$ cat src/rtl/srl_fifo_param_if.sv
// srl_fifo_param_if: stream interface for srl_fifo_param.
//
// Handshake semantics (both directions are HLS-style request/status):
//   write side : a word on if_din is accepted on a rising clk edge when
//                if_write=1 and if_full_n=1; if_write with if_full_n=0 is ignored.
//   read side  : if_dout holds the head word whenever if_empty_n=1; the head
//                is consumed on a rising clk edge when if_read=1 and
//                if_empty_n=1; if_read with if_empty_n=0 is ignored.
//   if_full_n and if_empty_n are registered and never depend combinationally
//   on if_write or if_read.
interface srl_fifo_param_if #(
    parameter int DATA_WIDTH = 32
);
    logic                  if_write;
    logic [DATA_WIDTH-1:0] if_din;
    logic                  if_full_n;
    logic                  if_read;
    logic [DATA_WIDTH-1:0] if_dout;
    logic                  if_empty_n;

    // Producer/consumer side of the stream.
    modport master (
        output if_write,
        output if_din,
        output if_read,
        input  if_full_n,
        input  if_dout,
        input  if_empty_n
    );

    // FIFO side of the stream.
    modport slave (
        input  if_write,
        input  if_din,
        input  if_read,
        output if_full_n,
        output if_dout,
        output if_empty_n
    );
endinterface

$ cat src/rtl/srl_fifo_param.sv
// srl_fifo_param: parametrised shift-register FIFO for inter-PE streams.
//
// Storage shifts by one entry on every accepted write; the head of the queue
// is addressed by the SRL occupancy, so there are no read/write pointers and
// no wrap-around. Provides full_n/empty_n status, an occupancy count and
// registered almost_full / almost_empty flags.
//
// Optional feature, macro SRL_FIFO_OUTREG_EN:
//   defined   -> a registered output stage (oreg/ovalid) follows the SRL;
//                two-cycle write-to-read latency, capacity DEPTH+1.
//   undefined -> first-word fall-through straight from the SRL head,
//                one-cycle write-to-read latency, capacity DEPTH.
module srl_fifo_param #(
    parameter int DATA_WIDTH = 32,
    parameter int DEPTH      = 16,
    parameter int ADDR_WIDTH = 4,
    parameter int AF_LEVEL   = 14,
    parameter int AE_LEVEL   = 2
) (
    input  logic                  clk,
    input  logic                  reset_n,
    srl_fifo_param_if.slave       fifo_if,
    output logic [ADDR_WIDTH:0]   count,
    output logic                  almost_full,
    output logic                  almost_empty
);

    localparam int              CW          = ADDR_WIDTH + 1;
    localparam logic [CW-1:0]   DEPTH_C     = CW'(DEPTH);
    localparam logic            AF_AT_RESET = (AF_LEVEL == 0);

    // SRL storage: mem[0] is the newest entry, mem[count_srl-1] the oldest.
    logic [DATA_WIDTH-1:0] mem [DEPTH];

    logic [CW-1:0]         count_srl;
    logic [CW-1:0]         count_srl_nxt;
    logic [CW-1:0]         count_nxt;
    logic [31:0]           count_nxt_w;
    logic                  full_n_r;
    logic                  push;
    logic                  pop;
    logic                  srl_pop;
    logic [ADDR_WIDTH-1:0] rd_addr;
    logic [DATA_WIDTH-1:0] srl_head;

    // A write is only taken when the SRL has room; the full flag is
    // registered, so the qualification never sees same-cycle pops.
    assign push = fifo_if.if_write & full_n_r;

    assign fifo_if.if_full_n = full_n_r;

    // Head entry address; with an empty SRL the address is parked at 0 so
    // the index always stays inside the storage array.
    assign rd_addr  = (count_srl == '0) ? '0 : ADDR_WIDTH'(count_srl - 1'b1);
    assign srl_head = mem[rd_addr];

`ifdef SRL_FIFO_OUTREG_EN
    logic                  ovalid;
    logic                  ovalid_nxt;
    logic [DATA_WIDTH-1:0] oreg;

    // The consumer pops the output register, not the SRL.
    assign pop = fifo_if.if_read & ovalid;

    // The SRL head moves into oreg whenever oreg is free or being emptied.
    // A write never bypasses the SRL, even when both stages are empty.
    assign srl_pop    = (count_srl != '0) & (~ovalid | pop);
    assign ovalid_nxt = srl_pop | (ovalid & ~pop);

    assign fifo_if.if_dout    = oreg;
    assign fifo_if.if_empty_n = ovalid;

    // Reported occupancy includes the word parked in oreg.
    assign count_nxt = count_srl_nxt + {{(CW-1){1'b0}}, ovalid_nxt};

    // Output register stage: load from SRL head or drain on pop.
    always_ff @(posedge clk or negedge reset_n) begin
        if (!reset_n) begin
            oreg   <= '0;
            ovalid <= 1'b0;
        end else begin
            ovalid <= ovalid_nxt;
            if (srl_pop) begin
                oreg <= srl_head;
            end
        end
    end
`else
    logic empty_n_r;

    // Fall-through: the SRL head is the output and the consumer pops the SRL.
    assign pop     = fifo_if.if_read & empty_n_r;
    assign srl_pop = pop;

    assign fifo_if.if_dout    = srl_head;
    assign fifo_if.if_empty_n = empty_n_r;

    assign count_nxt = count_srl_nxt;

    // Registered empty status derived from the next SRL occupancy.
    always_ff @(posedge clk or negedge reset_n) begin
        if (!reset_n) begin
            empty_n_r <= 1'b0;
        end else begin
            empty_n_r <= (count_srl_nxt != '0);
        end
    end
`endif

    // Next SRL occupancy. A simultaneous push and pop leaves the address
    // unchanged while the shift moves the next-oldest word under it.
    always_comb begin
        count_srl_nxt = count_srl;
        case ({push, srl_pop})
            2'b10:   count_srl_nxt = count_srl + 1'b1;
            2'b01:   count_srl_nxt = count_srl - 1'b1;
            default: count_srl_nxt = count_srl;
        endcase
    end

    assign count_nxt_w = 32'(count_nxt);

    // Shift register storage; deliberately not reset so it maps onto SRLs.
    always_ff @(posedge clk) begin
        if (push) begin
            mem[0] <= fifo_if.if_din;
            for (int i = 1; i < DEPTH; i++) begin
                mem[i] <= mem[i-1];
            end
        end
    end

    // Occupancy, full status and level flags, all registered from the
    // next-state count so they change on the same edge.
    always_ff @(posedge clk or negedge reset_n) begin
        if (!reset_n) begin
            count_srl    <= '0;
            full_n_r     <= 1'b1;
            count        <= '0;
            almost_full  <= AF_AT_RESET;
            almost_empty <= 1'b1;
        end else begin
            count_srl    <= count_srl_nxt;
            full_n_r     <= (count_srl_nxt != DEPTH_C);
            count        <= count_nxt;
            almost_full  <= (count_nxt_w >= $unsigned(AF_LEVEL));
            almost_empty <= (count_nxt_w <= $unsigned(AE_LEVEL));
        end
    end

endmodule

$ cat src/flat_wrapper.sv
// flat-port wrapper written by rule: the top's interface ports become plain ports
module srl_fifo_param_flat 
#(
    parameter int DATA_WIDTH = 32,
    parameter int DEPTH      = 16,
    parameter int ADDR_WIDTH = 4,
    parameter int AF_LEVEL   = 14,
    parameter int AE_LEVEL   = 2
)
  (clk, reset_n, count, almost_full, almost_empty, fifo_if_if_write, fifo_if_if_din, fifo_if_if_read, fifo_if_if_full_n, fifo_if_if_dout, fifo_if_if_empty_n);
  srl_fifo_param_if #(.DATA_WIDTH(DATA_WIDTH)) fifo_if_i ();
  input  logic clk;
  input  logic reset_n;
  output logic [ADDR_WIDTH:0] count;
  output logic almost_full;
  output logic almost_empty;
  input wire logic [$bits(fifo_if_i.if_write)-1:0] fifo_if_if_write;
  input wire logic [$bits(fifo_if_i.if_din)-1:0] fifo_if_if_din;
  input wire logic [$bits(fifo_if_i.if_read)-1:0] fifo_if_if_read;
  output wire logic [$bits(fifo_if_i.if_full_n)-1:0] fifo_if_if_full_n;
  output wire logic [$bits(fifo_if_i.if_dout)-1:0] fifo_if_if_dout;
  output wire logic [$bits(fifo_if_i.if_empty_n)-1:0] fifo_if_if_empty_n;
  assign fifo_if_i.if_write = fifo_if_if_write;
  assign fifo_if_i.if_din = fifo_if_if_din;
  assign fifo_if_i.if_read = fifo_if_if_read;
  assign fifo_if_if_full_n = fifo_if_i.if_full_n;
  assign fifo_if_if_dout = fifo_if_i.if_dout;
  assign fifo_if_if_empty_n = fifo_if_i.if_empty_n;
  srl_fifo_param #(.DATA_WIDTH(DATA_WIDTH), .DEPTH(DEPTH), .ADDR_WIDTH(ADDR_WIDTH), .AF_LEVEL(AF_LEVEL), .AE_LEVEL(AE_LEVEL)) u_core (.clk(clk), .reset_n(reset_n), .fifo_if(fifo_if_i), .count(count), .almost_full(almost_full), .almost_empty(almost_empty));
endmodule
$ cat config.mk
export PLATFORM = sky130hd
export DESIGN_NAME = srl_fifo_param_flat
export DESIGN_NICKNAME = d
export VERILOG_FILES = /design/src/rtl/srl_fifo_param_if.sv /design/src/rtl/srl_fifo_param.sv /design/src/flat_wrapper.sv
export SDC_FILE = /design/constraint.sdc
export NUM_CORES = 1
export LEC_CHECK = 0
export BUFFER_PORTS_ARGS = -buffer_cell sky130_fd_sc_hd__buf_2
export CELL_PAD_IN_SITES_DETAIL_PLACEMENT = 1
export CELL_PAD_IN_SITES_GLOBAL_PLACEMENT = 1
export CORE_AREA = 2 2 176 247
export DETAILED_ROUTE_END_ITERATION = 7
export DIE_AREA = 0 0 178 249
export GPL_TIMING_DRIVEN = 0
export PLACE_DENSITY = 0.74
export SYNTH_ARGS = -nofsm -noshare
export SYNTH_HDL_FRONTEND = slang
export SYNTH_SLANG_ARGS = --single-unit
$ cat constraint.sdc
create_clock -name clk -period 12.5 [get_ports clk]
set_clock_uncertainty 0.15 [all_clocks]
set_input_delay 1.25 -clock clk [delete_from_list [all_inputs] [get_ports clk]]
set_output_delay 1.25 -clock clk [all_outputs]
set_load 0.02 [all_outputs]
==> results of run 1 <==
[kinds of logic (layout without fill, tap and decap cells)]
| family | Yosys count | after routing | synth area share (%) |
|---|---|---|---|
| AND/OR/NAND/NOR | 62 | 62 | 1.52 |
| AO/OA/AOI/OAI | 206 | 206 | 9.50 |
| adder cells (fa/ha/maj) | 5 | 5 | 0.307 |
| flip-flops | 521 | 521 | 76.6 |
| multiplexers | 130 | 130 | 10.3 |
| buffers and inverters | 82 | 261 | 1.76 |
[cells in the mapped netlist, types with 4 or more instances]
library cell                number
sky130_fd_sc_hd__a221oi_1       65
sky130_fd_sc_hd__buf_2          16
sky130_fd_sc_hd__buf_6           4
sky130_fd_sc_hd__clkbuf_1       52
sky130_fd_sc_hd__dfrtp_1         7
sky130_fd_sc_hd__edfxtp_1      512
sky130_fd_sc_hd__ha_1            5
sky130_fd_sc_hd__inv_1           7
sky130_fd_sc_hd__mux2i_1        66
sky130_fd_sc_hd__mux4_2         64
sky130_fd_sc_hd__nand2_1         4
sky130_fd_sc_hd__nand2b_1        4
sky130_fd_sc_hd__nor2_1         34
sky130_fd_sc_hd__o22ai_1        32
sky130_fd_sc_hd__o2bb2ai_1      64
sky130_fd_sc_hd__o32ai_2        30
[sequential cells by signal, summed over array words and instances, names as in the netlist]
register and count:
u_core.almost_empty 1, u_core.almost_full 1, u_core.count 5, u_core.fifo_if.if_empty_n 1, u_core.fifo_if.if_full_n 1, u_core.mem 512
[placed cells by master, fill, tap and decap left out, types with 2 or more instances in the layout]
| cell type | Yosys | layout |
|---|---|---|
| sky130_fd_sc_hd__edfxtp_1 | 512 | 512 |
| sky130_fd_sc_hd__buf_2 | 16 | 92 |
| sky130_fd_sc_hd__mux2i_1 | 66 | 66 |
| sky130_fd_sc_hd__a221oi_1 | 65 | 65 |
| sky130_fd_sc_hd__o2bb2ai_1 | 64 | 64 |
| sky130_fd_sc_hd__mux4_2 | 64 | 64 |
| sky130_fd_sc_hd__clkbuf_1 | 52 | 62 |
| sky130_fd_sc_hd__clkbuf_16 | 0 | 53 |
| sky130_fd_sc_hd__nor2_1 | 34 | 34 |
| sky130_fd_sc_hd__o22ai_1 | 32 | 32 |
| sky130_fd_sc_hd__o32ai_2 | 30 | 30 |
| sky130_fd_sc_hd__buf_12 | 0 | 12 |
| sky130_fd_sc_hd__clkinv_1 | 0 | 11 |
| sky130_fd_sc_hd__bufinv_16 | 0 | 8 |
| sky130_fd_sc_hd__clkinv_2 | 0 | 7 |
| sky130_fd_sc_hd__dfrtp_1 | 7 | 7 |
| sky130_fd_sc_hd__inv_1 | 7 | 6 |
| sky130_fd_sc_hd__ha_1 | 5 | 5 |
| sky130_fd_sc_hd__nand2_1 | 4 | 4 |
| sky130_fd_sc_hd__nand2b_1 | 4 | 4 |
| sky130_fd_sc_hd__buf_6 | 4 | 4 |
| sky130_fd_sc_hd__nor2b_1 | 3 | 3 |
| sky130_fd_sc_hd__and2_1 | 2 | 2 |
| sky130_fd_sc_hd__clkinvlp_4 | 0 | 2 |
| sky130_fd_sc_hd__nand3_1 | 2 | 2 |
| sky130_fd_sc_hd__or3b_1 | 2 | 2 |
| sky130_fd_sc_hd__a21oi_1 | 2 | 2 |
| sky130_fd_sc_hd__or2_1 | 2 | 2 |
| sky130_fd_sc_hd__o21ai_0 | 2 | 2 |
| sky130_fd_sc_hd__buf_1 | 2 | 2 |
| sky130_fd_sc_hd__o32ai_1 | 2 | 2 |
| sky130_fd_sc_hd__dfstp_2 | 2 | 2 |
[cell type report]
cell class | instances | area, um^2
Clock inverter | 28 | 333
Tap cell | 546 | 683
Clock buffer | 63 | 1360
Buffer | 75 | 333
Multi-Input combinational cell | 403 | 4410
Sequential cell | 521 | 15600
Timing Repair Buffer | 88 | 621
Inverter | 7 | 30.0
Fill cell | 3592 | 18600
[metal layers]
| metal | part of all wire (%) | GRT usage, % | up-vias |
|---|---|---|---|
| met2 | 53 | 35.5 | 266 |
| met5 | 0 | 0 | - |
| li1 | - | - | 4583 |
| met4 | 2.8 | 7.05 | 0 |
| met3 | 3.5 | 2.46 | 84 |
| met1 | 41 | 26.8 | 5515 |
[worst max-delay path: cells and delay by family (launching register included)]
family	cells	cell delay [ns]
AO/OA/AOI/OAI	3	1.69
adder cells (fa/ha/maj)	1	0.26
buffers and inverters	6	1.87
flip-flops	1	0.39
AND/OR/NAND/NOR	1	0.16
[power by group through the flow]
stage / Sequential, mW / Clock (mW) / Combinational (mW)
2_1_floorplan: 2.65 / 0 / 1.87
4_1_cts: 2.60 / 1.61 / 2.84
6_report: 2.60 / 1.57 / 2.81
5_1_grt: 2.65 / 1.66 / 3.01
3_3_place_gp: 2.71 / 0 / 2.71
3_5_place_dp: 2.63 / 0 / 2.81
[worst max path at each step]
stage	from	slack, ns	cells after the start	endpoint
detailed placement	u_core.count[0]$_DFF_PN0_	6.66	11	fifo_if_if_dout[14]
floorplan	fifo_if_if_write	1.49	7	u_core.fifo_if.if_empty_n$_DFF_PN0_
finish	u_core.count[0]$_DFF_PN0_	6.14	11	fifo_if_if_dout[15]
global route	u_core.count[0]$_DFF_PN0_	5.82	11	fifo_if_if_dout[14]
global placement	fifo_if_if_write	-1.40	8	u_core.fifo_if.if_empty_n$_DFF_PN0_
CTS	u_core.count[0]$_DFF_PN0_	6.04	11	fifo_if_if_dout[22]
==> flow_summary.yaml, run 1 <==
clock_network:
  tritoncts: "done"
  cts.reportedPaths.clkPinSlew_ns: 0.06
  worstSkewPairLatency_ns: 0.57
  cts.repair.resized: 0
  clock_sink_count: 521
  cts-root-buf: "sky130_fd_sc_hd__clkbuf_16"
  clock_path_buffers: 3
  htree_num_levels: 2
  postCtsSetupRepairBufs: 0
  cts_hold_buffers: 0
  cts_inserted_buffers: 50
synthesis:
  synth_seq_area_share_pct: 76.6
  postSynthAreaPerCell_um2: 20.2
  top_cells_by_area_in_the_synthesized_netlist: "sky130_fd_sc_hd__edfxtp_1 (75%), sky130_fd_sc_hd__mux4_2 (7.1%), sky130_fd_sc_hd__mux2i_1 (3.2%), sky130_fd_sc_hd__a221oi_1 (2.8%), sky130_fd_sc_hd__o2bb2ai_1 (2.8%)"
  synthArstFlopShare_pct: 1.73
  synthesis.nets: 1047
  yosys.area.top_type: "sky130_fd_sc_hd__edfxtp_1"
  number_of_flops_mapped_to_enable_cells_by_yosys: 512
  netlist-cell-type-count: 45
  synthCells: 1006
  ys_ff_latch: 521
  synth.cell_area_um2: 20400
  synth_flop_type: "sky130_fd_sc_hd__edfxtp_1"
  yosysTopAreaCellShare_pct: 75.5
  yosys_warnings: 0
critical_path:
  reg2reg_depth: 9
  data_arrival_critical_path_ns: 4.96
  startpoint_type: "register"
  timing.setup.critical_path_class: "register to output pin"
  worst-path-max-fanout: 10
  critical_path.endpoint_type: "output pin"
  worstPathCellList: "buf_2, buf_2, buf_2, inv_1, ha_1, nor3b_1, o21ai_1, clkbuf_1, a221oi_1, o32ai_2, buf_2"
  reg2reg_slack_ns: 8.85
  worstReg2RegStart: "u_core.fifo_if.if_full_n$_DFF_PN1_"
  timing.critical_path.slowest_cell_delay_ns: 1.10
  cp.required_ns: 11.10
  worst_path_most_repeated_cell: "sky130_fd_sc_hd__buf_2"
  crit-reg2reg-capture: "u_core.mem[11][23]$_DFFE_PP_"
  crit_slowest_cell: "sky130_fd_sc_hd__o21ai_1"
power:
  netSwitchingFraction_pct: 37.2
  p_leak_nw: 7.72
  combPwrFrac_pct: 40.2
  power.switching_mw: 2.60
  totalPowerFinal_mw: 6.98
  irDropWorstVdd_mv: 0.163
  cell_int_power_mw: 4.39
  seq_power_share_pct: 37.2
  powerDensity_nw_per_um2: 299
  power_frac_clock_pct: 22.5
die:
  placementRows: 89
  core_outline_area_um2: 42000
  floorplan.io_pins: 77
  die_h_um: 249
  initial_utilization_pct: 48.5
  design.die.area_um2: 44300
  die-width_um: 178
sta:
  grt_setup_unrepaired: "no"
  maxSlewViolCount: 0
  finalHoldViolations: 0
  timing.final.crit_share_pct: 50.9
  setup_tns_ns: 0
  timing.final.crit_period_ns: 6.36
  highest_clock_rate_ghz: 0.157
  final.setup.worst_slack_ns: 6.14
  hold_ws_ns: 0.292
  worstMarginPinSlew_ns: 1.44
  setup_viol: 0
  slew_headroom_pct: 3.30
worst_hold_path:
  min_delay_path_depth: 0
  min_path_type: "register to register"
  timing.hold.worst.start: "u_core.mem[14][18]$_DFFE_PP_"
  min_to: "u_core.mem[15][18]$_DFFE_PP_"
global_route:
  grt_pass1_vias: 11400
  globalRouteTotalUtil_pct: 20.5
  gr-total-overflow: 0
  antenna_found_initial: 0
  grt_max_degree: 48
  grt_pass1_wl_um: 69200
routing:
  route.detailed.vias_per_inst: 6.04
  drt_first_iter_violations: 829
  routed-via-count: 10400
  antenna_violating_nets_post_route: 0
  routed_wire_length_per_instance_um: 25.6
  detail_route.drc_violations: 0
  drt-pass1-iter-count: 5
  wl_um: 44400
place:
  dp_hpwl_um: 29100
  routabilityCongestion: 0.775
  post-place-ws_ns: 6.66
  place_inst: 1640
  placed_area_um2: 21700
  portbufs: 76
cells_and_area:
  finish.net_count: 1187
  postLayoutCoreUtil_pct: 55.7
  layout-area-overhead-vs-synth_pct: 14.7
  final_layout_size_suffix_gt1_share_pct: 23.9
  stdcell_count: 1731
  n_antenna_cell: 0
  final_cell_area_um2: 23400
status:
  outcome: "finished, final reports clean"
job:
  drv.max_cap_violation_count: 0
Power figures use the tool's default switching activity.
==> inputs of run 2 (changes only) <==
- ABC_AREA: not set -> 1
- CORE_AREA: 2 2 176 247 -> 2 2 183 257
- DIE_AREA: 0 0 178 249 -> 0 0 185 259
- PLACE_DENSITY: 0.74 -> 0.77
- clock period: 12.5 -> 6.3 ns (I/O delays scaled with it)
==> flow_summary.yaml, run 2 <==
synthesis:
  yosys.area.top_type: "sky130_fd_sc_hd__edfxtp_1"
  postSynthAreaPerCell_um2: 11.4
  top_cells_by_area_in_the_synthesized_netlist: "sky130_fd_sc_hd__edfxtp_1 (68%), sky130_fd_sc_hd__nand3_1 (9.5%), sky130_fd_sc_hd__inv_1 (5.5%), sky130_fd_sc_hd__nand2_1 (5.2%), sky130_fd_sc_hd__o2111ai_1 (3.7%)"
  synth_flop_type: "sky130_fd_sc_hd__edfxtp_1"
  synthArstFlopShare_pct: 1.73
  synth.cell_area_um2: 22600
  synth_seq_area_share_pct: 69.1
  synth_common_cells: "sky130_fd_sc_hd__edfxtp_1 (512), sky130_fd_sc_hd__nand3_1 (430), sky130_fd_sc_hd__inv_1 (333), sky130_fd_sc_hd__nand2_1 (311), sky130_fd_sc_hd__o2111ai_1 (96)"
  yosys_warnings: 0
  yosysTopAreaCellShare_pct: 68.1
  synthesis.nets: 2019
  ys_ff_latch: 521
  most_frequent_cell_after_synthesis: "sky130_fd_sc_hd__edfxtp_1"
  netlist-cell-type-count: 24
  synthCells: 1978
  number_of_flops_mapped_to_enable_cells_by_yosys: 512
clock_network:
  worstSkewPairLatency_ns: 0.57
  cts.repair.resized: 0
  tritoncts: "done"
  htree_num_levels: 2
  cts.reportedPaths.clkPinSlew_ns: 0.06
  clock_path_buffers: 3
  cts-root-buf: "sky130_fd_sc_hd__clkbuf_16"
  cts_inserted_buffers: 49
  clock_sink_count: 521
sta:
  setup_viol: 0
  highest_clock_rate_ghz: 0.194
  grt_setup_unrepaired: "no"
  slew_headroom_pct: 38.8
  hold_ws_ns: 0.0833
  timing.final.crit_period_ns: 5.15
  worstMarginPinSlew_ns: 0.916
  maxSlewViolCount: 0
  finalHoldViolations: 0
  timing.final.crit_share_pct: 81.8
  setup_tns_ns: 0
status:
  outcome: "finished, final reports clean"
routing:
  routed_wire_length_per_instance_um: 21.8
  wl_um: 60500
  antenna_violating_nets_post_route: 0
  drt_first_iter_violations: 1293
  routed-via-count: 15300
  detail_route.drc_violations: 0
  route.detailed.vias_per_inst: 5.52
  drt-pass1-iter-count: 5
critical_path:
  crit-reg2reg-capture: "u_core.mem[6][19]$_DFFE_PP_"
  timing.setup.critical_path_class: "register to output pin"
  reg2reg_slack_ns: 3.18
  critical_path.endpoint_type: "output pin"
  worst-path-max-fanout: 11
  cp.required_ns: 5.52
  data_arrival_critical_path_ns: 4.37
  startpoint_type: "register"
  reg2reg_depth: 7
  worstReg2RegStart: "u_core.fifo_if.if_full_n$_DFF_PN1_"
cells_and_area:
  largestRegisters: "u_core.mem x512, u_core.count x5"
  layout_commonest_cell: "sky130_fd_sc_hd__edfxtp_1"
  final_layout_size_suffix_gt1_share_pct: 11.2
  layout_common_cells: "sky130_fd_sc_hd__edfxtp_1 (512), sky130_fd_sc_hd__nand3_1 (430), sky130_fd_sc_hd__inv_1 (332), sky130_fd_sc_hd__nand2_1 (310), sky130_fd_sc_hd__buf_2 (130)"
  layout-area-overhead-vs-synth_pct: 12.8
  n_antenna_cell: 0
  finish.net_count: 2160
  largest-register: "u_core.mem"
  largest_register_ffs: 512
  layout.filler_cells: 4841
  postLayoutCoreUtil_pct: 55.9
die:
  initial_utilization_pct: 49.5
  die-width_um: 185
  floorplan.io_pins: 77
  die_h_um: 259
  design.die.area_um2: 47900
  placementRows: 93
  core_outline_area_um2: 45600
place:
  routabilityCongestion: 0.811
  dp_hpwl_um: 43000
  portbufs: 76
global_route:
  grt_pass1_vias: 16500
  grt_pass1_wl_um: 92500
  gr-total-overflow: 0
  grt_max_degree: 46
  globalRouteTotalUtil_pct: 25.7
  antenna_found_initial: 1
job:
  drv.max_cap_violation_count: 0
worst_hold_path:
  min_to: "u_core.mem[0][0]$_DFFE_PP_"
  min_path_type: "input pin to register"
  timing.hold.worst.start: "fifo_if_if_din[0]"
  min_delay_path_depth: 1
[run 2: changes by cell type in the layout (fill, tap and decap cells not counted), moves of 30 or more]
cell,change
sky130_fd_sc_hd__nand3_1,+428
sky130_fd_sc_hd__nand2_1,+306
sky130_fd_sc_hd__o32ai_2,-30
sky130_fd_sc_hd__o22ai_1,-32
sky130_fd_sc_hd__nand3b_1,+63
sky130_fd_sc_hd__mux2i_1,-66
sky130_fd_sc_hd__buf_2,+38
sky130_fd_sc_hd__nor2_1,+38
sky130_fd_sc_hd__inv_1,+326
sky130_fd_sc_hd__mux4_2,-64
sky130_fd_sc_hd__o2bb2ai_1,-64
sky130_fd_sc_hd__a221oi_1,-65
sky130_fd_sc_hd__o2111ai_1,+96
[run 2: worst max-delay path by stage]
stage / start / endpoint / slack [ns] / depth (start not counted)
final: u_core.count[0]$_DFF_PN0_ / fifo_if_if_dout[24] / 1.15 / 13
after global routing: u_core.count[0]$_DFF_PN0_ / fifo_if_if_dout[3] / 1.02 / 13
after CTS: u_core.count[0]$_DFF_PN0_ / fifo_if_if_dout[24] / 1.16 / 13
after detailed placement: u_core.count[0]$_DFF_PN0_ / fifo_if_if_dout[24] / 1.81 / 13
after global placement: fifo_if_if_write / u_core.fifo_if.if_empty_n$_DFF_PN0_ / -6.66 / 8
after floorplan: fifo_if_if_write / u_core.fifo_if.if_empty_n$_DFF_PN0_ / -3.35 / 7
[run 2: final cells by class]
| cell class | instances | area (um^2) | area share [%] |
|---|---|---|---|
| sequential | 521 | 15600 | 61.2 |
| multi-input combinational | 989 | 5070 | 19.9 |
| clock buffer | 65 | 1330 | 5.21 |
| inverter | 336 | 1260 | 4.96 |
| tap | 617 | 772 | 3.03 |
| buffer | 132 | 672 | 2.64 |
| timing repair buffer | 90 | 658 | 2.58 |
| clock inverter | 21 | 118 | 0.461 |
[run 2: through the flow]
step                cell area (um^2)  setup slack, ns  instances
detailed placement             24000             1.81       2684
finish                         25500             1.15       2771
global route                   25500             1.02       2771
floorplan                      22600            -3.35       1978
CTS                            25500             1.16       2771
global placement               23800            -6.66       2671
[run 2: metal layers]
layer,part of all wire [%],vias to the layer above,GRT usage [%],wire (um)
met5,0.021,-,0,13
met4,4.6,2,11.6,2760
met3,4.7,147,3.10,2860
met2,54,420,47.7,32500
met1,37,7569,29.5,22400
li1,-,7149,-,-
[run 2: critical path, stage by stage, from the launching register on]
cell and delay [ns]:
sky130_fd_sc_hd__dfrtp_1 0.40, sky130_fd_sc_hd__buf_2 0.23, sky130_fd_sc_hd__inv_2 0.28, sky130_fd_sc_hd__buf_4 0.31
sky130_fd_sc_hd__buf_2 0.29, sky130_fd_sc_hd__ha_1 0.29, sky130_fd_sc_hd__inv_2 0.25, sky130_fd_sc_hd__buf_2 0.43
sky130_fd_sc_hd__clkbuf_1 0.44, sky130_fd_sc_hd__o2111ai_1 0.23, sky130_fd_sc_hd__nand3_1 0.17, sky130_fd_sc_hd__nand3_1 0.12
sky130_fd_sc_hd__nand2_1 0.15, sky130_fd_sc_hd__buf_2 0.18
[run 2: timing repair]
action | 4_1_cts | 5_1_grt
buffers inserted | 0 | 0
endpoints found under the setup margin | 0 | 0
endpoints found under the hold margin | 9 | 0
hold buffers | 1 | 0
[run 2: kinds of logic after synthesis]
family,synth area share [%]
simple gates,18.2
fa+ha+maj,0.277
xor+xnor,0.0388
buf+inv,8.56
compound gates,3.83
flops,69.1
Power of run 2 is left out: the tool's default activity adds up to more than one toggle a clock period on the data nets, which glitch-free logic cannot reach.
